### config.mk
export PLATFORM = sky130hd
export DESIGN_NAME = instmem_loader
export DESIGN_NICKNAME = d
export VERILOG_FILES = /design/src/rtl/instmem_loader.sv
export SDC_FILE = /design/constraint.sdc
export NUM_CORES = 1
export LEC_CHECK = 0
export CORE_ASPECT_RATIO = 0.8
export CORE_MARGIN = 1.5
export CORE_UTILIZATION = 45
export DETAILED_ROUTE_END_ITERATION = 10
export HOLD_SLACK_MARGIN = 0.08
export PLACE_DENSITY = 0.69
export SETUP_SLACK_MARGIN = 0.05
export SLEW_MARGIN = 20
export SYNTH_ARGS = -nofsm -noshare
export SYNTH_HDL_FRONTEND = slang
export SYNTH_SLANG_ARGS = --single-unit
### constraint.sdc
create_clock -name clk -period 3.5 [get_ports clk]
set_clock_uncertainty 0.1 [all_clocks]
set_input_delay 0.7 -clock clk [delete_from_list [all_inputs] [get_ports clk]]
set_output_delay 0.7 -clock clk [all_outputs]
set_load 0.005 [all_outputs]
### src/rtl/instmem_loader.sv
// Instruction-memory loader: takes a byte stream and packs it into big-endian
// 32-bit words. Each word is written to instruction memory starting at
// BASE_ADDR. busy stays high for the whole load so that the CPU fetch stalls.
module instmem_loader #(
  parameter logic [31:0] BASE_ADDR   = 32'hBFC00000,
  parameter int          DEPTH_BYTES = 4096
) (
  input  logic        clk,
  input  logic        rst_n,
  input  logic        start,
  input  logic [12:0] len_bytes,
  input  logic        byte_valid,
  input  logic [7:0]  byte_data,
  output logic        byte_ready,
  output logic        we,
  output logic [31:0] wa,
  output logic [31:0] wd,
  output logic        busy,
  output logic        done,
  output logic        err
);

  typedef enum logic [1:0] {IDLE, RECV, WRITE, DONE} state_t;

  localparam logic [13:0] DEPTH_L = 14'(DEPTH_BYTES);

  state_t      state;
  logic [12:0] len_q;
  logic [12:0] cnt;
  logic [11:0] offset;
  logic [31:0] word;

  logic [31:0] word_ins;
  logic [12:0] cnt_inc;
  logic        len_ok;
  logic        word_full;

  // Drop the incoming byte into its lane. Byte 0 of a word goes to [31:24].
  // Byte 3 goes to [7:0]. The lane index (3 - cnt[1:0]) is ~cnt[1:0].
  always_comb begin
    word_ins = word;
    word_ins[{~cnt[1:0], 3'b000} +: 8] = byte_data;
  end

  assign cnt_inc   = cnt + 13'd1;
  assign len_ok    = (len_bytes != 13'd0) && ({1'b0, len_bytes} <= DEPTH_L);
  // A word is flushed once its 4th lane fills or the program runs out.
  assign word_full = (cnt[1:0] == 2'd3) || (cnt_inc == len_q);

  // Load sequencer. All outputs are registered and updated alongside the state.
  always_ff @(posedge clk or negedge rst_n) begin
    if (!rst_n) begin
      state      <= IDLE;
      len_q      <= '0;
      cnt        <= '0;
      offset     <= '0;
      word       <= '0;
      byte_ready <= 1'b0;
      we         <= 1'b0;
      wa         <= '0;
      wd         <= '0;
      busy       <= 1'b0;
      done       <= 1'b0;
      err        <= 1'b0;
    end else begin
      case (state)
        IDLE: begin
          if (start) begin
            if (len_ok) begin
              len_q      <= len_bytes;
              cnt        <= '0;
              offset     <= '0;
              word       <= '0;
              err        <= 1'b0;
              byte_ready <= 1'b1;
              busy       <= 1'b1;
              state      <= RECV;
            end else begin
              err <= 1'b1;
            end
          end
        end
        RECV: begin
          if (byte_valid && byte_ready) begin
            cnt  <= cnt_inc;
            word <= word_ins;
            if (word_full) begin
              byte_ready <= 1'b0;
              we         <= 1'b1;
              wa         <= BASE_ADDR + {20'd0, offset};
              wd         <= word_ins;
              state      <= WRITE;
            end
          end
        end
        WRITE: begin
          we     <= 1'b0;
          wa     <= '0;
          wd     <= '0;
          offset <= offset + 12'd4;
          word   <= '0;
          if (cnt == len_q) begin
            done  <= 1'b1;
            state <= DONE;
          end else begin
            byte_ready <= 1'b1;
            state      <= RECV;
          end
        end
        DONE: begin
          done  <= 1'b0;
          busy  <= 1'b0;
          state <= IDLE;
        end
        default: begin
          byte_ready <= 1'b0;
          we         <= 1'b0;
          busy       <= 1'b0;
          done       <= 1'b0;
          state      <= IDLE;
        end
      endcase
    end
  end

endmodule

==> results.txt <==
The run finished with clean final reports. The number of hold-repair buffers added at the cts stage was 0; the weighted congestion reported at the end of routability-driven placement was 0.906. Post-CTS setup repair buffer count: 0.

Detailed placement ended at an HPWL of 10.2 mm. The number of resized instances in the post-cts repair step was 0; the minimum period implied by the final worst setup slack was 3.00 ns. For the count of final max-slew check failures, the log shows 0.

TritonCTS built the clock tree. Summed over all instances, the cell type with the most area after synthesis is sky130_fd_sc_hd__dfrtp_1. Once placement completed, the tool counted placed cells totaling 874. The summed instance area of the synthesized netlist is 5990 um^2, and the number of standard cells in the layout, taps in and fillers out is 906. The logs give 39.4% for the headroom to the max-slew limit and 14000 um^2 for the full die area.

Summing over every cut layer, the via total after detailed routing is 4844. Along the worst path, the maximum fanout reaches 28. Summing the areas of all xor and xnor instances in the mapped netlist gives 4.24% of the synthesized area.

Top-area cell type share of the netlist area: 49.3%. In the synthesized netlist the async set-or-reset flop fraction comes to 100%. The count of port buffers added during placement was 82. The final critical path takes up 85.7% of the cycle.

In this run, synthesis produced a sequential element count of 118. In the routed design, unresolved DRC markers number 0. For this run, the detailed router's first-pass iteration total came to 5. The proportion of layout cells with a drive suffix above 1 came out at 7.80%. The level count of the clock H-tree is 4. The post-CTS clock slew at the launch and capture registers of the worst setup and hold paths was 0.05 ns; the count of flip-flops with a built-in enable after synthesis was 0.

At the pin with the least slew margin, the transition time is 0.901 ns. Overall power consumption: 6.31 mW. The worst setup path is launched from a flip-flop. The gate family responsible for the most delay along the worst path is simple AND/OR/NAND/NOR gates.

The horizontal extent of the die was 132 um; the post-route antenna net violation count was 0. Relative to the synthesized area, the layout overhead comes to 26.4%. The simple-gate share of the synthesized area came out at 19.9%.

Via count of the first global-routing pass: 4730. The tools report the iteration-0 DRC count of the detailed router as 348. Entering global routing, the biggest net connects 96 pins. Of the total synthesized cell area, the portion taken by full adders, half adders and majority gates is 1.25%. Multiplexer cells account for 7.19% of the synthesized area.

Number of placed I/O pins: 94. The logs give 17 for the number of buffers inserted during clock tree synthesis and 0 for the total of warnings raised by yosys. The tightest hold path in the finished design has a slack of 0.0915 ns.

The combinational family with the most area after synthesis was simple AND/OR/NAND/NOR gates. The average footprint of a synthesized cell was 9.41 um^2; the largest voltage drop on the vdd net was 0.412 mV. The clock insertion delay at the later pin of the skew report was 0.41 ns; the portion of the post-synthesis area used by sequential elements was 49.3%.

The logs give 0 for the number of antenna violations at the first check in global routing and 118 for the clock sink count. For the number of max-cap violations, the log shows 0. The initial cell density of the core is 46.3%, and the maximum number of buffers from clock root to sink is 2. The smallest setup slack after layout is 0.500 ns, and the overflow left after global routing is 0. The total routing usage reported by global routing was 22.2%. Walking the worst path, the cells encountered are ha_1 -> nand3_1 -> or4_1 -> a21oi_1 -> a211o_1 -> o2111ai_1 -> a21oi_4 -> buf_12 -> mux2i_1. The net count of the finished layout is 749. The logs give 3.73 ns for the required time reported for the critical path endpoint and 37 for the count of standard-cell rows. Summing the areas of all compound-gate instances in the mapped netlist gives 10.9% of the synthesized area. The logs give 3.24 nW for the leakage power summed over all cells and 0 ns for the final-layout setup total negative slack. Synthesis produced a netlist whose cell count is 636.

Buffering stage count on the worst path with inverters included: 1. The commonest register cell after synthesis was sky130_fd_sc_hd__dfrtp_1. Dividing total power by cell area gives a power density of 834 nW/um^2. Setup repair after global routing left no endpoint under its margin. The total area inside the core boundary comes to 12900 um^2.

After detailed routing, the average wire length per cell comes to 16.1 um. Using the TritonRoute via totals, the vias-per-cell ratio works out to 5.35. The min-delay analysis places its worst path in the category input port to asynchronous set/reset pin. Final-report hold violation count: 0. The tools report the kind of end point of the critical path as a flip-flop. The highest-delay cell along the critical path was sky130_fd_sc_hd__or4_1.

The number of distinct library cell variants in the gate-level netlist after synthesis was 49. The final setup violation count was 0. The worst setup slack before clock tree synthesis is 0.195 ns, and the total detailed-routing wirelength is 14.6 mm. The floorplan step set the die height to 106 um.

Data arrives at the worst endpoint at 3.23 ns. The delay contributed by the slowest stage of the critical path works out to 0.55 ns. The critical setup path kind is flip-flop to flip-flop. Number of diodes added for antenna fixing: 0.

Sorting the synthesized cells by area gives the leading types as sky130_fd_sc_hd__dfrtp_1, sky130_fd_sc_hd__nand2_1, sky130_fd_sc_hd__mux2i_1. The wire length of the first global-routing pass is 24.5 mm, and the top achievable clock speed is 333 MHz. The root buffer cell chosen for the clock tree is sky130_fd_sc_hd__clkbuf_16.
-- area by class of cell --
type                       count  area, um^2
clock buffer                  20         447
clock inverter                12         200
fill                        1110        5350
inverter                      18        67.6
multi-input combinational    458        2650
sequential                   118        2950
tap                          175         219
timing repair buffer         105        1030
-- metal layers --
layer  part of all wire (%)  wire length (um)  GRT usage, %
met1                     48              6930          31.2
met2                     46              6770          35.0
met3                    5.0               732          4.34
met4                   0.97               142          6.51
met5                      0                 0             0
-- cell usage after synthesis (all sizes together), types with 2 or more instances --
cell type,number
mux2i,43
o31ai,6
o21ai,47
nor4,8
nor4b,3
a21oi,34
nor2b,26
ha,6
o211ai,2
nand2b,4
nor2,33
buf,32
inv,18
xnor2,18
clkbuf,20
nand3,26
and2,3
and3b,2
dfrtp,118
or3,8
nand4,4
a22oi,7
a21o,2
nand2,126
xor2,11
nor3,9
a22o,4
-- where the power goes --
group / internal (mW) / switching [mW] / leakage [nW]
clock network: 1.28 / 0.625 / 0.307
registers: 1.84 / 0.353 / 1.54
logic: 1.13 / 1.09 / 1.39
total: 4.25 / 2.07 / 3.24
-- flip-flops by register name, summed over array words and instances, names as in the netlist, 2 cells and up --
name / cells
cnt: 13
len_q: 13
wd: 32
offset: 10
state: 2
word: 32
wa: 12
-- logic make-up after synthesis --
family,after synthesis
multiplexers,43
buffers and inverters,70
flip-flops,118
AND/OR/NAND/NOR,257
other,1
adder cells (fa/ha/maj),6
XOR/XNOR,29
AO/OA/AOI/OAI,112
-- worst register-to-register path, stage by stage (launching register included) --
cell and delay, ns:
sky130_fd_sc_hd__dfrtp_1 0.45, sky130_fd_sc_hd__ha_1 0.34, sky130_fd_sc_hd__nand3_1 0.23, sky130_fd_sc_hd__or4_1 0.55, sky130_fd_sc_hd__a21oi_1 0.13, sky130_fd_sc_hd__a211o_1 0.13, sky130_fd_sc_hd__o2111ai_1 0.21, sky130_fd_sc_hd__a21oi_4 0.30
sky130_fd_sc_hd__buf_12 0.25, sky130_fd_sc_hd__mux2i_1 0.24
-- per-stage QoR --
stage          area (um^2)  util (%)
6_report              7570      58.6
5_1_grt               7570      58.6
4_1_cts               7570      58.6
3_5_place_dp          6920      53.6
3_3_place_gp          6920      53.6
2_1_floorplan         6020         -
-- final timing paths --
kind | to | cells past startpoint | slack, ns | start
worst min register to register | word[7] | 2 | 0.37 | word[7]
worst max-delay path | wa[5] | 9 | 0.50 | cnt[0]
worst max register to register | wa[5] | 9 | 0.50 | cnt[0]
max in group asynchronous | len_q[4] | 2 | 2.39 | rst_n
min in group clk | word[7] | 2 | 0.37 | word[7]
worst min-delay path | wa[2] | 1 | 0.09 | rst_n
-- layout by cell type, fill, tap and decap left out, drive strengths merged, types with 2 or more instances in the layout --
cell / synthesis / final
nor2: 33 / 33
xor2: 11 / 11
bufinv: 0 / 5
nand2b: 4 / 4
conb: 1 / 11
o31ai: 6 / 6
nor4: 8 / 8
buf: 32 / 24
o21ai: 47 / 47
a22o: 4 / 4
nor2b: 26 / 26
clkinvlp: 0 / 3
nand4: 4 / 4
dfrtp: 118 / 118
nand2: 126 / 126
nor3: 9 / 9
clkdlybuf4s50: 0 / 81
clkbuf: 20 / 20
inv: 18 / 19
nor4b: 3 / 3
ha: 6 / 6
a22oi: 7 / 7
and2: 3 / 3
clkinv: 0 / 3
o211ai: 2 / 2
a21oi: 34 / 34
mux2i: 43 / 43
xnor2: 18 / 18
a21o: 2 / 2
nand3: 26 / 26
and3b: 2 / 2
or3: 8 / 8
No activity file was read; power rests on OpenSTA's default activity.
==> RTL edit (same settings) <==
Reset style: synchronous (`rst_n`), changed in one clocked block.
--- a/src/rtl/instmem_loader.sv
+++ b/src/rtl/instmem_loader.sv
@@ -49,5 +49,5 @@
 
   // Load sequencer. All outputs are registered and updated alongside the state.
-  always_ff @(posedge clk or negedge rst_n) begin
+  always_ff @(posedge clk) begin
     if (!rst_n) begin
       state      <= IDLE;
Behaviour: differs if rst_n is asserted again (counterexample within 4 cycles, from zero or initial values and one cycle with rst_n low); with rst_n held inactive, the same outputs for 4 cycles.
==> RTL edit against the unedited design <==
  * Worst setup slack worse by 160 ps
  * Routed wire length rose by 2.1%
  * Critical path depth is 1 lower
  * Non-clock buffer count up 4
  * Fmax fell by 5.1%
  * Sequential share of layout area decreased by 6.7 points
  * Via count rose by 6.2%
  * Synthesized area decreased by 3.4%
  * Sequential cell count unchanged
  * Design area down 3.3%
Power is not compared: it rests on default switching activity, and its combinational part moved more than twofold at a synthesized area within 25%.
==> RTL edit: results (changes against the unedited design) <==
* Async S/R FF share, synth at 0% (was 100%)
* Largest net degree at the start of global routing at 79 (was 96)
* Worst Setup EP: cnt[5] (was wa[5])
* Met1 usage at 32.4% (was 31.2%)
* Dpl cells at 902 (was 874)
* Critical R2R Launch: cnt[0] (unchanged)
* Multi-input logic cell count at 491 (was 458)
* Non-clk buf share at 14.3% (was 13.6%)
* Non-clk bufs at 109 (was 105)
* Worst slew margin at 64.5% (was 39.4%)
* Fin cells at 934 (was 906)
* Most common cell in the netlist: dfxtp_1 (was nand2_1)
* Via count at 5146 (was 4844)
* Share of post-route cells with drive strength above 1 at 12.5% (was 7.80%)
* Fillers at 1092 (was 1110)
* Critical Path Fanout Max at 13 (was 28)
* Clk cell area share at 8.43% (was 8.55%)
* Unique masters post-synth at 60 (was 49)
* Met2 WL at 6.73 mm (was 6.77 mm)
* Post-synthesis mux area share at 2.25% (was 7.19%)
* WL per Instance at 15.9 um (was 16.1 um)
* Crit path from: len_bytes[10] (was cnt[0])
* DR iter-0 viols at 491 (was 348)
* Non-clk invs at 13 (was 18)
* Wl on met1 at 7.16 mm (was 6.93 mm)
* Synth Area in XOR/XNOR at 4.39% (was 4.24%)
* Ys flop type: dfxtp_1 (was dfrtp_1)
* Area of the multi-input gates at 3030 sq um (was 2650 sq um)
* Sequential standard cell area at 2360 sq um (was 2950 sq um)
* Gpl congestion at 0.828 (was 0.906)
* Post-synth top cells: dfxtp_1, nor2_1, nand2_1 (was nand2_1, dfrtp_1, o21ai_0)
* HP Class: reg2reg (was in2async)
* Status: complete, no violations (unchanged)
* Met2 usage at 34.5% (was 35.0%)
* Met3 WL at 766 um (was 732 um)
* Total Routing Usage GR at 22.8% (was 22.2%)
* Syn Inst Count at 682 (was 636)
[RTL edit: changes by cell type after synthesis, moves of 15 or more]
| cell | before | now |
|---|---|---|
| a31oi_1 | 1 | 29 |
| dfrtp_1 | 118 | 0 |
| dfxtp_1 | 0 | 118 |
| mux2i_1 | 43 | 13 |
| nand2_1 | 126 | 82 |
| nand3_1 | 26 | 10 |
| nor2_1 | 33 | 93 |
| o21ai_0 | 46 | 12 |
| o22ai_1 | 1 | 16 |
| o32ai_2 | 0 | 23 |
[RTL edit: stage by stage]
step	power [uW]	TNS (ps)	instance area (sq um)	hold slack (ps)	setup slack, ps
after global routing	3510	0	7310	379	140
final	3410	0	7310	341	339
after global placement	1620	-4.91	6700	330	-4.91
after detailed placement	1620	-79.0	6700	336	-64.5
after CTS	3430	0	7310	345	350
after floorplan	1540	0	5820	339	648
[RTL edit: worst max-delay path, stage by stage]
cell and delay (ps):
clkdlybuf4s50_1 430, or4_1 600, or4_1 580, and4_1 260, nor2_2 450, nor3_1 110, xnor2_1 160, nor2_1 60
